$ cat src/rtl/mult_pkg.sv
// Shared types and helpers for the shift-add multiplier slice.
package mult_pkg;

    typedef enum logic [1:0] {
        S_IDLE = 2'd0,
        S_BUSY = 2'd1,
        S_DONE = 2'd2
    } state_t;

    function automatic int unsigned clog2(input int unsigned v);
        int unsigned r;
        r = 0;
        for (int unsigned i = 0; i < 32; i++) begin
            if ((64'd1 << i) < 64'(v)) r = i + 1;
        end
        return r;
    endfunction

endpackage

$ cat src/rtl/mult_shift_reg.sv
// M-bit right shift register holding the multiplier; priority rst > load > shift > hold.
module mult_shift_reg #(
    parameter int unsigned M = 16
) (
    input  logic         clk,
    input  logic         rst,
    input  logic         load_i,
    input  logic         shift_i,
    input  logic [M-1:0] load_val_i,
    input  logic         ser_i,
    output logic [M-1:0] q_o,
    output logic         ser_o
);

    logic [M-1:0] q_q;

    always_ff @(posedge clk) begin
        if (rst)          q_q <= '0;
        else if (load_i)  q_q <= load_val_i;
        else if (shift_i) q_q <= (q_q >> 1) | (M'(ser_i) << (M - 1));
    end

    assign q_o   = q_q;
    assign ser_o = q_q[0];

endmodule

$ cat src/rtl/shift_add_mult.sv
// Sequential shift-add multiplier, one multiplier bit per clock, valid/ready on both sides.
// Define SHIFT_ADD_MULT_SIGNED_EN for two's-complement operands.
module shift_add_mult
    import mult_pkg::*;
#(
    parameter int unsigned N = 16,
    parameter int unsigned M = 16
) (
    input  logic             clk,
    input  logic             rst,
    input  logic             in_valid,
    output logic             in_ready,
    input  logic [N-1:0]     multiplicand,
    input  logic [M-1:0]     multiplier,
    output logic             out_valid,
    input  logic             out_ready,
    output logic [N+M-1:0]   product,
    output logic             busy
);

    localparam int unsigned     CW   = clog2(M + 1);
    localparam logic [CW-1:0]   LAST = CW'(M - 1);

    state_t          state_q, state_d;
    logic [N:0]      acc_q, acc_d;
    logic [N-1:0]    mcand_q;
    logic [CW-1:0]   cnt_q;
    logic [M-1:0]    q;
    logic            q0;
    logic [N:0]      mext, addend, sum;
    logic            accept, last_iter;

    assign accept    = in_valid && (state_q == S_IDLE);
    assign last_iter = (cnt_q == LAST);

    always_ff @(posedge clk) begin
        if (rst) state_q <= S_IDLE;
        else     state_q <= state_d;
    end

    always_comb begin
        state_d = state_q;
        case (state_q)
            S_IDLE:  if (accept)                state_d = S_BUSY;
            S_BUSY:  if (last_iter)             state_d = S_DONE;
            S_DONE:  if (out_ready)             state_d = S_IDLE;
            default:                            state_d = S_IDLE;
        endcase
    end

    always_comb begin
        in_ready  = (state_q == S_IDLE);
        out_valid = (state_q == S_DONE);
        busy      = (state_q == S_BUSY);
    end

    // The low bit of sum shifts into the multiplier register as the accumulator moves right.
    always_comb begin
        mext   = '0;
        addend = '0;
        sum    = '0;
        acc_d  = '0;
`ifdef SHIFT_ADD_MULT_SIGNED_EN
        mext   = {mcand_q[N-1], mcand_q};
        addend = q0 ? (last_iter ? -mext : mext) : '0;
        sum    = acc_q + addend;
        acc_d  = {sum[N], sum[N:1]};
`else
        mext   = {1'b0, mcand_q};
        addend = q0 ? mext : '0;
        sum    = acc_q + addend;
        acc_d  = {1'b0, sum[N:1]};
`endif
    end

    always_ff @(posedge clk) begin
        if (rst) begin
            acc_q   <= '0;
            mcand_q <= '0;
            cnt_q   <= '0;
        end else begin
            case (state_q)
                S_IDLE: if (accept) begin
                    acc_q   <= '0;
                    mcand_q <= multiplicand;
                    cnt_q   <= '0;
                end
                S_BUSY: begin
                    acc_q <= acc_d;
                    cnt_q <= cnt_q + 1'b1;
                end
                default: ;
            endcase
        end
    end

    mult_shift_reg #(.M(M)) u_qreg (
        .clk        (clk),
        .rst        (rst),
        .load_i     (accept),
        .shift_i    (state_q == S_BUSY),
        .load_val_i (multiplier),
        .ser_i      (sum[0]),
        .q_o        (q),
        .ser_o      (q0)
    );

    assign product = {acc_q[N-1:0], q};

endmodule

$ cat config.mk
export PLATFORM = sky130hd
export DESIGN_NAME = shift_add_mult
export DESIGN_NICKNAME = d
export VERILOG_FILES = /design/src/rtl/mult_pkg.sv /design/src/rtl/mult_shift_reg.sv /design/src/rtl/shift_add_mult.sv
export SDC_FILE = /design/constraint.sdc
export NUM_CORES = 1
export LEC_CHECK = 0
export ABC_AREA = 1
export BUFFER_PORTS_ARGS = -buffer_cell sky130_fd_sc_hd__buf_4
export CORE_MARGIN = 2
export CORE_UTILIZATION = 48
export DETAILED_ROUTE_END_ITERATION = 6
export PLACE_DENSITY = 0.72
export SLEW_MARGIN = 20
export SYNTH_ARGS = -nofsm -noshare
export SYNTH_HDL_FRONTEND = slang
export SYNTH_SLANG_ARGS = --single-unit
$ cat constraint.sdc
create_clock -name clk -period 3.5 [get_ports clk]
set_clock_uncertainty 0.15 [all_clocks]
set_input_delay 0.35 -clock clk [delete_from_list [all_inputs] [get_ports clk]]
set_output_delay 0.35 -clock clk [all_outputs]
set_load 0.03 [all_outputs]
# Yosys cells after proc, flatten, opt, wreduce, memory -nomap -nowiden
# Cells that the tools add are included.
[op_classes] n_reduce_logical=7 eq_ne=6 mux=11 bitwise_logic=1 add_sub_neg=2
[ops] operator="16-bit 2-to-1 mux" n=3
[ops] operator="17-bit one-hot mux with 2 select lines" n=1
[ops] operator="17-bit by 16-bit adder with 17-bit output" n=1
[ops] operator="17-bit 2-to-1 mux" n=1
[ops] operator="15-bit by 16-bit OR with 16-bit output" n=1
[ops] operator="5-bit one-hot mux with 2 select lines" n=1
[ops] operator="2-bit 2-to-1 mux" n=3
[ops] operator="2-bit by 1-bit != test with 1-bit output (second input constant)" n=3
[ops] operator="2-bit one-hot mux with 3 select lines" n=1
[ops] operator="5-bit by 1-bit adder with 5-bit output (second input constant)" n=1
[ops] operator="5-bit by 4-bit == test with 1-bit output (second input constant)" n=1
[ops] operator="5-bit 2-to-1 mux" n=1
[ops] operator="2-bit AND reduction" n=2
[ops] operator="2-bit nonzero test" n=2
[ops] operator="3-bit AND reduction" n=1
[ops] operator="2-bit by 1-bit == test with 1-bit output (second input constant)" n=1
[ops] operator="2-bit == test (second input constant)" n=1
[ops] operator="2-bit logical NOT" n=1
[ops] operator="1-bit logical AND" n=1
[word_totals] wordCells=32 out_inout_bits=35 ff_bits=56

# Depth between registers and ports, before layout
# Gate-level depths: netlist (run 1).
[logic_depth] ltp_word=5 depth_mapped=16 ltp_nobuf=14

# By module
# From an unflattened synthesis (run 1), not the netlist that was laid out.
[hier_totals] hier_cells=544 hier_area_um2=3493.4
[modules_own_cells] mod="shift_add_mult" cells_per_inst=407 n_inst=1 area_each_um2=2602.5
[modules_own_cells] mod="mult_shift_reg" cells_per_inst=137 n_inst=1 area_each_um2=890.9

# Worst setup path after synthesis (run 1)
# OpenSTA, ideal clock, no wires.
[synth_timing] kind="register to register" from="reg u_qreg.q_q[0] (netlist: u_qreg.q_o[0])" to="reg acc_q[15]" path_slack_ps=1122 period_less_slack_ps=2378 stages_incl_launch_ff=17 t_arrival_ps=2157 required_time_ps=3280 cell_sequence="dfxtp_1 -> clkbuf_1 -> clkbuf_1 -> nand2_1 -> inv_1 -> ha_1 -> inv_1 -> fa_1 -> inv_1 -> nand3_1 -> nand3_1 -> nand3_1 -> nand3_1 -> nand2_1 -> nand2_1 -> nand2_1 -> a21oi_1"
[synth_via] elab_chain_len=3
[synth_rtl] item="start: declaration" line="mult_shift_reg.sv:15" rtl="logic [M-1:0] q_q;"
[synth_rtl] item="start signal: assignment" line="mult_shift_reg.sv:19" rtl="else if (load_i) q_q <= load_val_i;"
[synth_rtl] item="start signal: assignment" line="mult_shift_reg.sv:20" rtl="else if (shift_i) q_q <= (q_q >> 1) | (M'(ser_i) << (M - 1));"
[synth_rtl] item="16-bit 2-to-1 mux" line="shift_add_mult.sv:70" rtl="addend = q0 ? mext : '0;"
[synth_rtl] item="17-bit by 16-bit adder with 17-bit output" line="shift_add_mult.sv:71" rtl="sum = acc_q + addend;"
[synth_rtl] item="17-bit one-hot mux with 2 select lines" line="shift_add_mult.sv:82" rtl="case (state_q)"
[synth_rtl] item="end signal: assignment" line="shift_add_mult.sv:78" rtl="acc_q <= '0;"
[synth_rtl] item="end signal: assignment" line="shift_add_mult.sv:84" rtl="acc_q <= '0;"
[synth_rtl] item="end signal: assignment" line="shift_add_mult.sv:89" rtl="acc_q <= acc_d;"
[synth_rtl] item="end: declaration" line="shift_add_mult.sv:25" rtl="logic [N:0] acc_q, acc_d;"
# Every way passes these cells.
# A chain may end at the register's enable or synchronous reset.

# Final worst setup path (run 1)
# Same ends and word-level chain as after synthesis.

==> impl_metrics.env, run 1 <==
export IMPL_ys_seq_area_share_pct=35.06
export IMPL_synth_mux_area_fraction_pct=0
export IMPL_fp_dieArea_sq_mm=0.007205
export IMPL_drv_cap=0
export IMPL_fillers=627
export IMPL_critPathKind="register to register"
export IMPL_cp_arrival_ns=2.54
export IMPL_viasPerCell=5.048
export IMPL_yosys_area_share_simple_pct=33.47
export IMPL_synth_nets=546
export IMPL_ys_seq_elements=55
export IMPL_rsz0062_at_grt="no"
export IMPL_wl_per_cell_um=12.34
export IMPL_synth_cell_types=26
export IMPL_track_usage_pct=22.72
export IMPL_portBuffers=70
export IMPL_wl_mm=7.762
export IMPL_finalSetupViolations=0
export IMPL_syn_area_per_cell_sq_um=6.396
export IMPL_layout_cells_non_filler=629
export IMPL_cts_root_buf="clkbuf_8"
export IMPL_p_leak_nw=1.960
export IMPL_overflow=0
export IMPL_clockBufferDepth=2
export IMPL_vias=3175
export IMPL_grt_pass1_vias=3024
export IMPL_synth_edf_count=0
export IMPL_rows=29
export IMPL_fin_crit_ns=2.434
export IMPL_ctsHtreeMaxLevel=2
export IMPL_fp_dieW_um=84.89
export IMPL_synth_compound_area_share_pct=12.79
export IMPL_core_area_sq_mm=0.006350
export IMPL_postSynthCellCount=491
export IMPL_cts_resized=0
export IMPL_worst_pin_slew_ns=0.6236
export IMPL_status="complete, no violations"
export IMPL_yosys_area_top_type_share_pct=35.06
export IMPL_cts_setup_buffers=0
export IMPL_post_route_period_util_pct=69.55
export IMPL_grt_max_degree=39
export IMPL_placed_cell_area_sq_mm=0.003687
export IMPL_tns_ns=0
export IMPL_cp_end_kind="register"
export IMPL_clock_latency_ns=0.31
export IMPL_die_h_um=84.89
export IMPL_final_max_slew_violation_count=0
export IMPL_ant_nets=0
export IMPL_worst_setup_path_start_kind="register"
export IMPL_postCtsHoldBufs=0
export IMPL_place_congestion=0.8622
export IMPL_area_growth_pct=20.24
export IMPL_drc_errors=0
export IMPL_required_ns=3.60
export IMPL_drt_pass1_iter_count=4
export IMPL_tritoncts="yes"
export IMPL_slew_headroom_pct=58.36
export IMPL_antenna_cells=0
export IMPL_antenna_found_initial=0
export IMPL_cts_sinks=55
export IMPL_start_util_pct=49.46
export IMPL_synth_xor_area_share_pct=0
export IMPL_hold_viol_final=0
export IMPL_multi_input_area_sq_mm=0.001698
export IMPL_path_max_fanout=18
export IMPL_clk_pin_slew_ns=0.10
export IMPL_synth_area_leaders="dfxtp_1, nand2_1, inv_1"
export IMPL_power_total_mw=1.270
export IMPL_async_flop_share_pct=0
export IMPL_io_pins=71
export IMPL_hold_class="input pin to register"
export IMPL_stdcell_area_sq_mm=0.003776
export IMPL_final_layout_size_suffix_gt1_share_pct=16.12
export IMPL_ir_drop_uv=247.1
export IMPL_synth_area_sq_mm=0.003141
export IMPL_max_freq_mhz=410.8
export IMPL_yosysTopAreaCell="dfxtp_1"
export IMPL_nNetsFinal=606
export IMPL_grt_pass1_wl_mm=13.36
export IMPL_yosys_area_share_adder_pct=7.809
export IMPL_ys_flop_type="dfxtp_1"
export IMPL_placedCellCount=621
export IMPL_seq_area_sq_mm=0.001101
export IMPL_yosysWarnings=0
export IMPL_dpl_hpwl_mm=5.632
export IMPL_synth_top_family_by_area="simple AND/OR/NAND/NOR gates"
export IMPL_power_density_mw_per_mm2=336.4
export IMPL_drt_iter0_drc=128
export IMPL_cts_buffers=5
[where the power goes]
group,internal (mW),switching (mW),total [mW]
Sequential,0.658,0.0249,0.683
Combinational,0.0833,0.137,0.220
Clock,0.145,0.223,0.367
Total,0.886,0.384,1.27
[cell usage in the layout, fill, tap and decap left out, drive strengths merged]
master	netlist	routed
nand2	171	171
buf	8	71
inv	69	70
dfxtp	55	55
nor2	50	50
a21oi	31	31
o21ai	23	23
nand3	21	21
ha	18	18
a31oi	16	16
clkbuf	10	6
nor3	4	4
or2	4	4
nand4	3	3
nand3b	2	2
o21a	1	1
and2	1	1
a21o	1	1
a211oi	1	1
a221oi	1	1
fa	1	1
clkinvlp	0	1
[metal layers]
layer / vias to the layer above / share of wire (%) / global-route usage, %
met3: 10 / 4.9 / 4.767
met2: 73 / 48 / 39.87
met1: 1433 / 46 / 28.18
li1: 1659 / - / -
met4: 0 / 1.4 / 6.494
met5: - / 0 / 0
[cell usage after synthesis, drive strengths merged, types with 3 or more instances]
master,count
a31oi,16
a21oi,31
dfxtp,55
nand2,171
nor3,4
clkbuf,10
ha,18
nand3,21
or2,4
nand4,3
buf,8
o21ai,23
nor2,50
inv,69
[worst paths after layout]
kind                                            startpoint                  endpoint  slack [ns]  cells after the start
worst max-delay path            u_qreg.q_o[0]$_SDFFE_PP0P_    acc_q[15]$_SDFFE_PP0P_        1.07                     14
worst min-delay path                      multiplicand[12]  mcand_q[12]$_SDFFE_PP0P_        0.13                      3
worst max register to register  u_qreg.q_o[0]$_SDFFE_PP0P_    acc_q[15]$_SDFFE_PP0P_        1.07                     14
worst min register to register       cnt_q[4]$_SDFFE_PP0P_     cnt_q[4]$_SDFFE_PP0P_        0.32                      2
[worst max-delay path, cell delays in order, from the launching register on]
cell	delay, ns
dfxtp_1	0.70
nand2_1	0.11
inv_1	0.07
ha_1	0.15
inv_1	0.05
fa_1	0.35
inv_1	0.10
nand3_1	0.08
nand3_1	0.13
nand3_1	0.11
nand3_1	0.10
nand2_1	0.06
nand2_1	0.05
nand2_1	0.04
a21oi_1	0.12
[registers in the layout, summed over array words and instances, names as in the netlist]
| signal | flops |
|---|---|
| acc_q | 16 |
| u_qreg.q_o | 16 |
| state_q | 2 |
| mcand_q | 16 |
| cnt_q | 5 |
[cells by family after synthesis]
family	after synthesis
AOI/OAI and AO/OA	74
adders and majority gates	19
buffers and inverters	87
DFF	55
and+or+nand+nor	256
[stage by stage]
| stage | util, % | setup slack, ns | hold WS [ns] |
|---|---|---|---|
| floorplan | - | 1.122 | 0.2900 |
| global placement | 58.07 | 1.148 | 0.2982 |
| detailed placement | 58.07 | 1.062 | 0.3052 |
| CTS | 59.47 | 1.042 | 0.1235 |
| global route | 59.47 | 0.7695 | 0.1411 |
| finish | 59.47 | 1.066 | 0.1300 |
[cell type report]
type                            instances  area share, %
Multi-Input combinational cell        349          44.96
Inverter                               69          6.859
Timing Repair Buffer                   71          14.12
Clock inverter                          2         0.4307
Clock buffer                            6          1.922
Tap cell                               77          2.551
Sequential cell                        55          29.16
Note: power is estimated with default switching activity, not from simulation.
==> run 2, diff against run 1 <==
==> constraint.sdc (replaced) <==
create_clock -name clk -period 2.55 [get_ports clk]
set_clock_uncertainty 0.15 [all_clocks]
set_input_delay 0.255 -clock clk [delete_from_list [all_inputs] [get_ports clk]]
set_output_delay 0.255 -clock clk [all_outputs]
set_load 0.03 [all_outputs]
==> impl_metrics.env, run 2 (same netlist as run 1, synthesis figures left out) <==
export IMPL_fin_crit_ns=2.167
export IMPL_p_leak_nw=1.997
export IMPL_worstReg2RegStart="u_qreg.q_o[0]$_SDFFE_PP0P_"
export IMPL_final_layout_size_suffix_gt1_share_pct=17.06
export IMPL_final_common_cell="nand2_1"
export IMPL_worst_pin_slew_ns=0.4496
export IMPL_cp_arrival_ns=2.27
export IMPL_clk_pin_slew_ns=0.11
export IMPL_hold_viol_final=0
export IMPL_antenna_cells=0
export IMPL_grt_max_degree=39
export IMPL_cts_sinks=55
export IMPL_drv_cap=0
export IMPL_fin_ws_ns=0.3826
export IMPL_ir_drop_uv=301.5
export IMPL_slew_headroom_pct=70.00
export IMPL_holdPathEnd="mcand_q[6]$_SDFFE_PP0P_"
export IMPL_final_cell_mix="nand2_1, buf_4, inv_1, dfxtp_1, nor2_1"
export IMPL_reg2reg_depth=12
export IMPL_rsz0062_at_grt="no"
export IMPL_finalSetupViolations=0
export IMPL_max_freq_mhz=461.4
export IMPL_io_pins=71
export IMPL_core_area_sq_mm=0.006350
export IMPL_required_ns=2.65
export IMPL_postCtsHoldBufs=0
export IMPL_cts_setup_buffers=0
export IMPL_r2r_slack_ns=0.38
export IMPL_final_max_slew_violation_count=0
export IMPL_path_max_fanout=15
export IMPL_start_util_pct=49.46
export IMPL_dpl_worst_slack_ns=0.4234
export IMPL_track_usage_pct=21.66
export IMPL_worst_setup_path_start_kind="register"
export IMPL_drt_iter0_drc=147
export IMPL_vias=3222
export IMPL_grt_pass1_wl_mm=12.81
export IMPL_grt_pass1_vias=2902
export IMPL_cts_root_buf="clkbuf_8"
export IMPL_clock_latency_ns=0.32
export IMPL_wl_mm=7.719
export IMPL_antenna_found_initial=0
export IMPL_drc_errors=0
export IMPL_rows=29
export IMPL_r2r_end="acc_q[15]$_SDFFE_PP0P_"
export IMPL_cts_buffers=5
export IMPL_layout_cells_non_filler=634
export IMPL_wl_per_cell_um=12.18
export IMPL_die_h_um=84.89
export IMPL_dpl_hpwl_mm=5.782
export IMPL_area_growth_pct=21.87
export IMPL_ant_nets=0
export IMPL_holdCritStartpoint="multiplicand[6]"
export IMPL_fp_dieArea_sq_mm=0.007205
export IMPL_fp_dieW_um=84.89
export IMPL_ctsHtreeMaxLevel=2
export IMPL_cts_resized=0
export IMPL_placedCellCount=626
export IMPL_status="complete, no violations"
export IMPL_portBuffers=70
export IMPL_drt_pass1_iter_count=4
export IMPL_critPathKind="register to register"
export IMPL_overflow=0
export IMPL_min_path_cells=3
export IMPL_post_route_period_util_pct=84.99
export IMPL_hold_class="input pin to register"
export IMPL_nNetsFinal=611
export IMPL_cp_end_kind="register"
export IMPL_tns_ns=0
export IMPL_place_congestion=0.8677
export IMPL_power_density_mw_per_mm2=468.7
export IMPL_hold_slack_ns=0.02891
export IMPL_tritoncts="yes"
export IMPL_clockBufferDepth=2
export IMPL_viasPerCell=5.082
## run 2: worst max path at each step
stage	endpoint	startpoint	depth (start not counted)	slack [ns]
after floorplan	acc_q[15]$_SDFFE_PP0P_	u_qreg.q_o[0]$_SDFFE_PP0P_	16	0.17
after CTS	acc_q[15]$_SDFFE_PP0P_	u_qreg.q_o[0]$_SDFFE_PP0P_	12	0.38
after global placement	acc_q[15]$_SDFFE_PP0P_	u_qreg.q_o[0]$_SDFFE_PP0P_	12	0.51
final	acc_q[15]$_SDFFE_PP0P_	u_qreg.q_o[0]$_SDFFE_PP0P_	12	0.38
after detailed placement	acc_q[15]$_SDFFE_PP0P_	u_qreg.q_o[0]$_SDFFE_PP0P_	12	0.42
after global routing	acc_q[6]$_SDFFE_PP0P_	u_qreg.q_o[0]$_SDFFE_PP0P_	10	0.19
## run 2: metrics by stage
step                      power (mW)  area [sq um]  util [%]
after floorplan                1.146          3141         -
after CTS                      1.814          3827     60.28
after global routing           1.874          3827     60.28
final                          1.794          3827     60.28
after global placement         1.264          3725     58.66
after detailed placement       1.269          3725     58.66
## run 2: metal layers
metal / track usage, % / routed length, um / vias to the layer above
met5: 0 / 0 / -
met4: 5.628 / 87 / 0
met3: 3.988 / 326 / 9
met2: 38.94 / 3701 / 62
met1: 26.65 / 3605 / 1480
li1: - / - / 1671
## run 2: final cells by class
| cell class | instances | area [sq um] |
|---|---|---|
| timing repair buffer | 76 | 570.5 |
| inverter | 69 | 259.0 |
| clock inverter | 2 | 20.02 |
| fill | 644 | 2522 |
| sequential | 55 | 1101 |
| clock buffer | 6 | 82.58 |
| tap | 77 | 96.34 |
| multi-input combinational | 349 | 1698 |
## run 2: where the power goes
part | internal, mW | switching [mW]
sequential | 0.904 | 0.0298
combinational | 0.123 | 0.192
clock | 0.230 | 0.316
total | 1.26 | 0.538
## run 2: worst max-delay path: stages, from the launching register on
cell	delay, ns
dfxtp_1	0.39
buf_4	0.22
nand2_1	0.11
fa_1	0.40
inv_1	0.12
nand3_1	0.08
nand3_1	0.15
nand3_1	0.11
nand3_1	0.10
nand2_1	0.05
nand2_1	0.05
nand2_1	0.04
a21oi_1	0.11
==> run 3, diff against run 2 <==
--- a/config.mk
+++ b/config.mk
@@ -10,7 +10,7 @@
 export CORE_MARGIN = 2
 export CORE_UTILIZATION = 48
 export DETAILED_ROUTE_END_ITERATION = 6
-export PLACE_DENSITY = 0.72
+export PLACE_DENSITY = 0.75
 export SLEW_MARGIN = 20
 export SYNTH_ARGS = -nofsm -noshare
 export SYNTH_HDL_FRONTEND = slang
==> constraint.sdc (replaced) <==
create_clock -name clk -period 1.8 [get_ports clk]
set_clock_uncertainty 0.15 [all_clocks]
set_input_delay 0.18 -clock clk [delete_from_list [all_inputs] [get_ports clk]]
set_output_delay 0.18 -clock clk [all_outputs]
set_load 0.03 [all_outputs]
==> impl_metrics.env, run 3 (same netlist as run 1, synthesis figures left out) <==
export IMPL_status="complete, but fails checks"
export IMPL_violations="negative hold slack, negative setup slack"
export IMPL_cts_root_buf="clkbuf_8"
export IMPL_io_pins=71
export IMPL_fin_ws_ns=-0.2201
export IMPL_dpl_hpwl_mm=6.328
export IMPL_fp_dieArea_sq_mm=0.007205
export IMPL_worstReg2RegStart="u_qreg.q_o[0]$_SDFFE_PP0P_"
export IMPL_cp_arrival_ns=2.08
export IMPL_final_max_slew_violation_count=0
export IMPL_overflow=0
export IMPL_required_ns=1.86
export IMPL_placedCellCount=645
export IMPL_antenna_found_initial=0
export IMPL_cts_buffers=5
export IMPL_nNetsFinal=671
export IMPL_tns_ns=-1.717
export IMPL_rows=29
export IMPL_max_freq_mhz=495.0
export IMPL_path_cells="buf_12 -> nand2_1 -> inv_2 -> ha_4 -> buf_4 -> nand3_4 -> nand3_4 -> buf_4 -> or2_2 -> nand3_2 -> a21oi_1"
export IMPL_power_density_mw_per_mm2=606.6
export IMPL_r2r_end="acc_q[3]$_SDFFE_PP0P_"
export IMPL_drv_cap=0
export IMPL_fin_crit_ns=2.020
export IMPL_rsz0062_at_grt="yes"
export IMPL_ant_nets=0
export IMPL_hold_slack_ns=-0.001351
export IMPL_slowest_stage="dfxtp_4"
export IMPL_slew_headroom_pct=69.76
export IMPL_cts_sinks=55
export IMPL_r2r_slack_ns=-0.22
export IMPL_finalSetupViolations=13
export IMPL_post_route_period_util_pct=112.2
export IMPL_place_congestion=0.8953
export IMPL_grt_pass1_vias=3374
export IMPL_layout_cells_non_filler=694
export IMPL_cp_end_kind="register"
export IMPL_critPathKind="register to register"
export IMPL_clockBufferDepth=2
export IMPL_antenna_cells=0
export IMPL_final_cell_mix="nand2_1, buf_4, dfxtp_1, inv_1, nor2_1"
export IMPL_viasPerCell=5.154
export IMPL_hold_viol_final=1
export IMPL_ir_drop_uv=655.2
export IMPL_cpPeakStageDelay_ns=0.38
export IMPL_core_area_sq_mm=0.006350
export IMPL_reg2reg_depth=11
export IMPL_cp_startpoint="u_qreg.q_o[0]$_SDFFE_PP0P_"
export IMPL_final_layout_size_suffix_gt1_share_pct=32.90
export IMPL_track_usage_pct=26.17
export IMPL_worst_pin_slew_ns=0.4532
export IMPL_area_growth_pct=53.27
export IMPL_fp_dieW_um=84.89
export IMPL_start_util_pct=49.46
export IMPL_grt_pass1_wl_mm=15.43
export IMPL_vias=3577
export IMPL_endpoint="acc_q[3]$_SDFFE_PP0P_"
export IMPL_final_common_cell="nand2_1"
export IMPL_portBuffers=70
export IMPL_drt_iter0_drc=194
export IMPL_clk_pin_slew_ns=0.11
export IMPL_die_h_um=84.89
export IMPL_hold_class="input pin to register"
export IMPL_p_leak_nw=2.321
export IMPL_clock_latency_ns=0.32
export IMPL_path_max_fanout=13
export IMPL_finish_utilization_pct=75.80
export IMPL_fillers=436
export IMPL_grt_max_degree=21
export IMPL_drc_errors=0
export IMPL_ctsHtreeMaxLevel=2
export IMPL_wl_per_cell_um=14.13
export IMPL_tritoncts="yes"
export IMPL_worst_setup_path_start_kind="register"
export IMPL_wl_mm=9.806
export IMPL_drt_pass1_iter_count=5
run 3: worst min-delay path by stage:
stage | startpoint | to | slack [ns] | cells after the start
after floorplan | multiplier[0] | u_qreg.q_o[0]$_SDFFE_PP0P_ | 0.19 | 2
after global placement | multiplicand[14] | mcand_q[14]$_SDFFE_PP0P_ | 0.28 | 3
after detailed placement | multiplicand[10] | mcand_q[10]$_SDFFE_PP0P_ | 0.29 | 3
after CTS | multiplicand[8] | mcand_q[8]$_SDFFE_PP0P_ | 0.002 | 3
after global routing | multiplicand[8] | mcand_q[8]$_SDFFE_PP0P_ | 0.02 | 3
final | multiplicand[8] | mcand_q[8]$_SDFFE_PP0P_ | -0.001 | 3
run 3: worst max-delay path: cells and delay by family (launching register included):
kind            cells  cell delay, ns
fa+ha+maj           1            0.25
buf+inv             4            0.51
compound gates      1            0.05
flops               1            0.38
simple gates        5            0.57
run 3: final cells by class:
cell class	instances	area (sq um)	area share (%)
tap	77	96.34	2.002
multi-input combinational	349	2097	43.57
timing repair buffer	136	1115	23.16
clock buffer	5	68.82	1.430
sequential	55	1106	22.98
clock inverter	3	71.32	1.482
inverter	69	259.0	5.381
run 3: timing repair:
item                       in CTS  in global routing
hold buffers                   31                  0
gates cloned                    0                  0
setup endpoints to repair      14                 14
pin swaps                       9                 12
resized for setup              46                 33
hold endpoints to repair       31                  0
buffers inserted                7                  3
run 3: metrics by stage:
step	setup WS (ns)	area, sq um	hold WS (ns)	power, mW
floorplan	-0.2096	3289	0.1895	1.637
detailed placement	-0.2141	4009	0.2869	1.837
global route	-0.3115	4813	0.02256	3.017
finish	-0.2201	4813	-0.001351	2.920
CTS	-0.1221	4676	0.001597	2.909
global placement	-0.1448	4009	0.2822	1.830
run 3: per-layer routing:
metal / track usage (%) / vias up / wire [um]
met1: 31.99 / 1652 / 4087
li1: - / 1792 / -
met2: 48.46 / 118 / 5048
met3: 3.794 / 15 / 519
met4: 6.061 / 0 / 150
met5: 0 / - / 0
run 3: power breakdown:
part           leakage [nW]  internal [mW]  switching (mW)
logic                  1.80          0.264           0.317
registers             0.451           1.28          0.0506
clock network        0.0703          0.565           0.444
